### src/rtl/rssb_pkg.sv
// Shared types and the default RSSB program image that mem_ram loads after reset.
package rssb_pkg;

  typedef enum logic {INIT, READY} mem_state_t;

  localparam int IMG_LEN = 14;

  localparam logic [7:0] INIT_IMAGE [IMG_LEN] = '{
    8'd0, 8'd0, 8'd0, 8'd1, 8'd1, 8'd2, 8'd0,
    8'd0, 8'd1, 8'd0, 8'd0, 8'd0, 8'd3, 8'd1
  };

  // Words past the end of the image read as zero.
  function automatic logic [7:0] img_word(input logic [31:0] idx);
    logic [7:0] w;
    w = 8'd0;
    for (int i = 0; i < IMG_LEN; i++) begin
      if (idx == 32'(i)) w = INIT_IMAGE[i];
    end
    return w;
  endfunction

endpackage

### src/rtl/mem_ram_init_seq.sv
// Post-reset image loader for mem_ram: walks init_cnt over every word and
// raises busy until the last word has been written.
//   state | meaning
//   INIT  | loading INIT_IMAGE[init_cnt] into mem[init_cnt], requests ignored
//   READY | image loaded, core owns both ports
module mem_ram_init_seq
  import rssb_pkg::*;
#(
  parameter int WIDTH  = 8,
  parameter int ADDR_W = 8,
  parameter int DEPTH  = 16
) (
  input  logic              clk,
  input  logic              rst,
  output logic              init_we,
  output logic [ADDR_W-1:0] init_addr,
  output logic [WIDTH-1:0]  init_data,
  output logic              busy
);

  localparam logic [ADDR_W-1:0] LAST = ADDR_W'(DEPTH - 1);

  mem_state_t        state, state_nxt;
  logic [ADDR_W-1:0] init_cnt;

  always_ff @(posedge clk) begin
    if (rst) begin
      state    <= INIT;
      init_cnt <= '0;
    end else begin
      state <= state_nxt;
      if (state == INIT) init_cnt <= (init_cnt == LAST) ? '0 : init_cnt + 1'b1;
    end
  end

  always_comb begin
    state_nxt = state;
    case (state)
      INIT:    if (init_cnt == LAST) state_nxt = READY;
      READY:   state_nxt = READY;
      default: state_nxt = INIT;
    endcase
  end

  always_comb begin
    init_we   = (state == INIT);
    init_addr = init_cnt;
    init_data = WIDTH'(img_word(32'(init_cnt)));
    busy      = rst || (state == INIT);
  end

endmodule

### src/rtl/mem_ram.sv
// RSSB data memory: 1R/1W synchronous RAM, self-loaded from INIT_IMAGE after reset.
// Define MEM_RAM_FWD_EN for write-first forwarding on same-address collisions.
module mem_ram
  import rssb_pkg::*;
#(
  parameter int WIDTH  = 8,
  parameter int ADDR_W = 8,
  parameter int DEPTH  = 16
) (
  input  logic                     clk,
  input  logic                     rst,
  input  logic                     rd_en,
  input  logic [ADDR_W-1:0]        rd_addr,
  output logic signed [WIDTH-1:0]  rd_data,
  output logic                     rd_valid,
  input  logic                     wr_en,
  input  logic [ADDR_W-1:0]        wr_addr,
  input  logic [WIDTH-1:0]         wr_data,
  output logic                     busy,
  output logic                     err
);

  localparam int              IDX_W   = (DEPTH > 1) ? $clog2(DEPTH) : 1;
  localparam logic [ADDR_W:0] DEPTH_A = (ADDR_W + 1)'(DEPTH);

  logic [WIDTH-1:0]  mem [DEPTH];
  logic              init_we;
  logic [ADDR_W-1:0] init_addr;
  logic [WIDTH-1:0]  init_data;
  logic              rd_acc, wr_acc, rd_ok, wr_ok, we;
  logic [ADDR_W-1:0] w_addr;
  logic [WIDTH-1:0]  w_data, rd_word;

  mem_ram_init_seq #(
    .WIDTH (WIDTH),
    .ADDR_W(ADDR_W),
    .DEPTH (DEPTH)
  ) u_init_seq (
    .clk      (clk),
    .rst      (rst),
    .init_we  (init_we),
    .init_addr(init_addr),
    .init_data(init_data),
    .busy     (busy)
  );

  assign rd_ok  = {1'b0, rd_addr} < DEPTH_A;
  assign wr_ok  = {1'b0, wr_addr} < DEPTH_A;
  assign rd_acc = rd_en && !busy;
  assign wr_acc = wr_en && !busy;

  // The loader owns the write port while busy; core writes are only accepted afterwards.
  assign we     = init_we || (wr_acc && wr_ok);
  assign w_addr = init_we ? init_addr : wr_addr;
  assign w_data = init_we ? init_data : wr_data;

  always_ff @(posedge clk) begin
    if (we) mem[w_addr[IDX_W-1:0]] <= w_data;
  end

  always_comb begin
    rd_word = mem[rd_addr[IDX_W-1:0]];
`ifdef MEM_RAM_FWD_EN
    if (wr_acc && wr_ok && (wr_addr == rd_addr)) rd_word = wr_data;
`endif
  end

  always_ff @(posedge clk) begin
    if (rst) begin
      rd_data  <= '0;
      rd_valid <= 1'b0;
      err      <= 1'b0;
    end else begin
      rd_valid <= rd_acc;
      err      <= (rd_acc && !rd_ok) || (wr_acc && !wr_ok);
      if (rd_acc) rd_data <= rd_ok ? rd_word : '0;
    end
  end

endmodule

### config.mk
export PLATFORM = sky130hd
export DESIGN_NAME = mem_ram
export DESIGN_NICKNAME = d
export VERILOG_FILES = /design/src/rtl/rssb_pkg.sv /design/src/rtl/mem_ram_init_seq.sv /design/src/rtl/mem_ram.sv
export SDC_FILE = /design/constraint.sdc
export NUM_CORES = 1
export LEC_CHECK = 0
export ABC_AREA = 1
export CORE_ASPECT_RATIO = 0.8
export CORE_UTILIZATION = 40
export DETAILED_ROUTE_END_ITERATION = 8
export SLEW_MARGIN = 20
export SYNTH_ARGS = -nofsm -noshare
export SYNTH_HDL_FRONTEND = slang
export SYNTH_SLANG_ARGS = --single-unit
### constraint.sdc
create_clock -name clk -period 2.35 [get_ports clk]
set_clock_uncertainty 0.2 [all_clocks]
set_input_delay 0.3525 -clock clk [delete_from_list [all_inputs] [get_ports clk]]
set_output_delay 0.3525 -clock clk [all_outputs]
set_load 0.02 [all_outputs]
==> reports/metrics.yaml <==
cts_tree: "yes"
ios: 39
globalRouteOverflowTotal: 0
antenna_found_initial: 0
yosysWarnings: 0
gp_routability_congestion: 0.894
mostFrequentLayoutCells: "215 x nand2_1, 128 x edfxtp_1, 120 x inv_1"
grt_pass1_wl_mm: 25.6
setup_tns_ps: 0
hold_violations: 0
diodes: 0
ys_ff_latch: 147
grt_pass1_vias: 4790
setup_viol: 0
cts.clk_slew.worst_paths_ps: 70
area_growth_pct: 20.2
antenna_left: 0
crit_start: "u_init_seq.state"
vias_per_cell: 4.91
internal-power_w: 0.00457
outcome: "complete, no violations"
synth_area_sq_um: 6720
start_util_pct: 41.7
routed_wirelength_mm: 16.2
p_switching_w: 0.00142
drive_gt1_share_pct: 11.6
place_area_sq_um: 7480
crit_chain: "buf_4 > nand2_1 > clkdlybuf4s50_1"
hpwl_mm: 10.9
syn_avg_cell_area_sq_um: 9.57
layout.nets: 801
total_power_w: 0.00599
post_cts_buffers: 0
die_area_sq_um: 17300
die_w_um: 147
slew_headroom_pct: 79.7
drt-initial-drc-count: 456
fp.coreArea_sq_um: 16100
io_buffers: 38
switching_share_pct: 23.6
vias: 4898
yosysSeqAreaShare_pct: 62.9
criticalPathCategory: "reg -> out"
cts_buffers: 17
cp-start-kind: "register"
cts_root_buf: "clkbuf_16"
fin_area_sq_um: 8070
slew_violations: 0
htree_levels: 4
wire_per_inst_um: 16.3
drc_errors: 0
final_common_cell: "nand2_1"
max_slew.worst_pin.slew_ps: 304
clk_latency_ps: 420
slowest_stage: "clkdlybuf4s50_1"
seqPwrFrac_pct: 48.2
numClockSinks: 147
drtPass1Iterations: 7
ir_drop_mv: 0.522
final.min_clock_period_ps: 2250
drv_cap: 0
fmax_mhz: 444
dieHeight_um: 118
cpPeakStageDelay_ps: 530
cp.required_ps: 1800
regToRegStartpoint: "u_init_seq.init_addr[1]"
rows: 41
grtUsageTotal_pct: 19.9
combPwrFrac_pct: 7.0
rsz0062_at_grt: "false"
min-delay-start: "rd_data[6]"
p_leak_nw: 3.54
r2r_slack_ps: 350
cp_max_fo: 16
crit_path_end_kind: "output pin"
fin_crit_sh_pct: 95.9
hp-class: "reg -> reg"
clk_path_buf_depth: 2
syn_inst: 702
synth_cell_type_count: 32
grt_max_degree: 65
cp_data_arrival_time_ps: 1700
pwr-share-clk_pct: 44.8
power.density_nw_per_um2: 742
syn_nets: 734
-- synthesized netlist by cell type --
master	number	area share [%]
nand3_2	1	0.15
ha_1	4	0.74
xor2_1	2	0.26
nor4_1	1	0.093
xnor2_1	1	0.13
dfxtp_1	19	5.7
or2_1	1	0.093
inv_1	120	6.7
nand3_1	106	7.9
nand4_1	1	0.093
buf_4	7	0.78
inv_4	1	0.093
nor3_1	3	0.22
buf_2	14	1.0
a22o_1	1	0.13
nor2_1	40	2.2
nor3_4	1	0.24
a21oi_1	3	0.22
o21ai_2	1	0.13
o21ai_1	2	0.15
buf_6	5	0.84
clkbuf_1	1	0.056
a31oi_1	2	0.19
inv_2	5	0.28
buf_8	2	0.45
nor2_8	1	0.30
o31ai_1	1	0.11
o21ai_0	3	0.22
a21oi_2	8	1.0
edfxtp_1	128	57
o21a_1	2	0.22
nand2_1	215	12
-- routing by layer --
metal	track usage, %	vias to the layer above	wire, um
met5	0	-	0
met4	4.32	0	140
met3	5.47	15	1240
met2	31.0	178	7590
met1	27.6	2327	7250
li1	-	2378	-
-- flip-flops by register name, indices dropped and copies added, names as in the netlist --
name                  flops
rd_data                   8
err                       1
u_init_seq.init_addr      8
rd_valid                  1
u_init_seq.state          1
mem                     128
-- worst max-delay path, delay by kind of cell (launching register included) --
kind | cells | cell delay (ps)
buffers and inverters | 2 | 770
flip-flops | 1 | 440
AND/OR/NAND/NOR | 1 | 70
-- repair_timing --
action,CTS,global route
resized for setup,1,0
hold buffers,0,0
hold endpoints to repair,0,0
endpoints found under the setup margin,1,0
-- path summary, 6_finish.rpt --
path	to	depth (start not counted)
hold reg to reg	rd_data[6]	2
setup / recovery	busy	3
setup reg to reg	mem[6][0]	10
hold / removal	rd_data[6]	2
-- logic make-up after synthesis --
family                   after synthesis  synth area share, %
XOR/XNOR                               3                0.391
flip-flops                           147                 62.9
buffers and inverters                155                 10.2
AND/OR/NAND/NOR                      370                 23.3
AO/OA/AOI/OAI                         23                 2.42
adder cells (fa/ha/maj)                4                0.745
-- power groups by stage --
| stage | sequential, W | clock (W) | combinational [W] |
|---|---|---|---|
| 6_report | 0.00289 | 0.00268 | 0.000418 |
| 5_1_grt | 0.00289 | 0.00284 | 0.000460 |
| 4_1_cts | 0.00289 | 0.00272 | 0.000416 |
| 3_5_place_dp | 0.00294 | 0 | 0.000412 |
| 3_3_place_gp | 0.00294 | 0 | 0.000405 |
| 2_1_floorplan | 0.00294 | 0 | 0.000256 |
-- final cells by class --
type / count / area, sq um
clock buffers: 18 / 450
clock inverters: 14 / 141
fillers: 1461 / 8030
inverters: 126 / 475
multi-input cells: 400 / 1810
flip-flops and latches: 147 / 4230
well taps: 215 / 269
repair buffers: 77 / 706
-- per-stage QoR --
stage	util (%)	cells	hold slack [ps]	setup slack, ps
6_report	50.1	997	281	97.2
5_1_grt	50.1	997	296	5.18
4_1_cts	50.1	997	284	74.6
3_5_place_dp	46.4	965	272	54.8
3_3_place_gp	46.4	965	268	54.6
2_1_floorplan	-	702	215	364
Note: power is estimated with default switching activity, not from simulation.
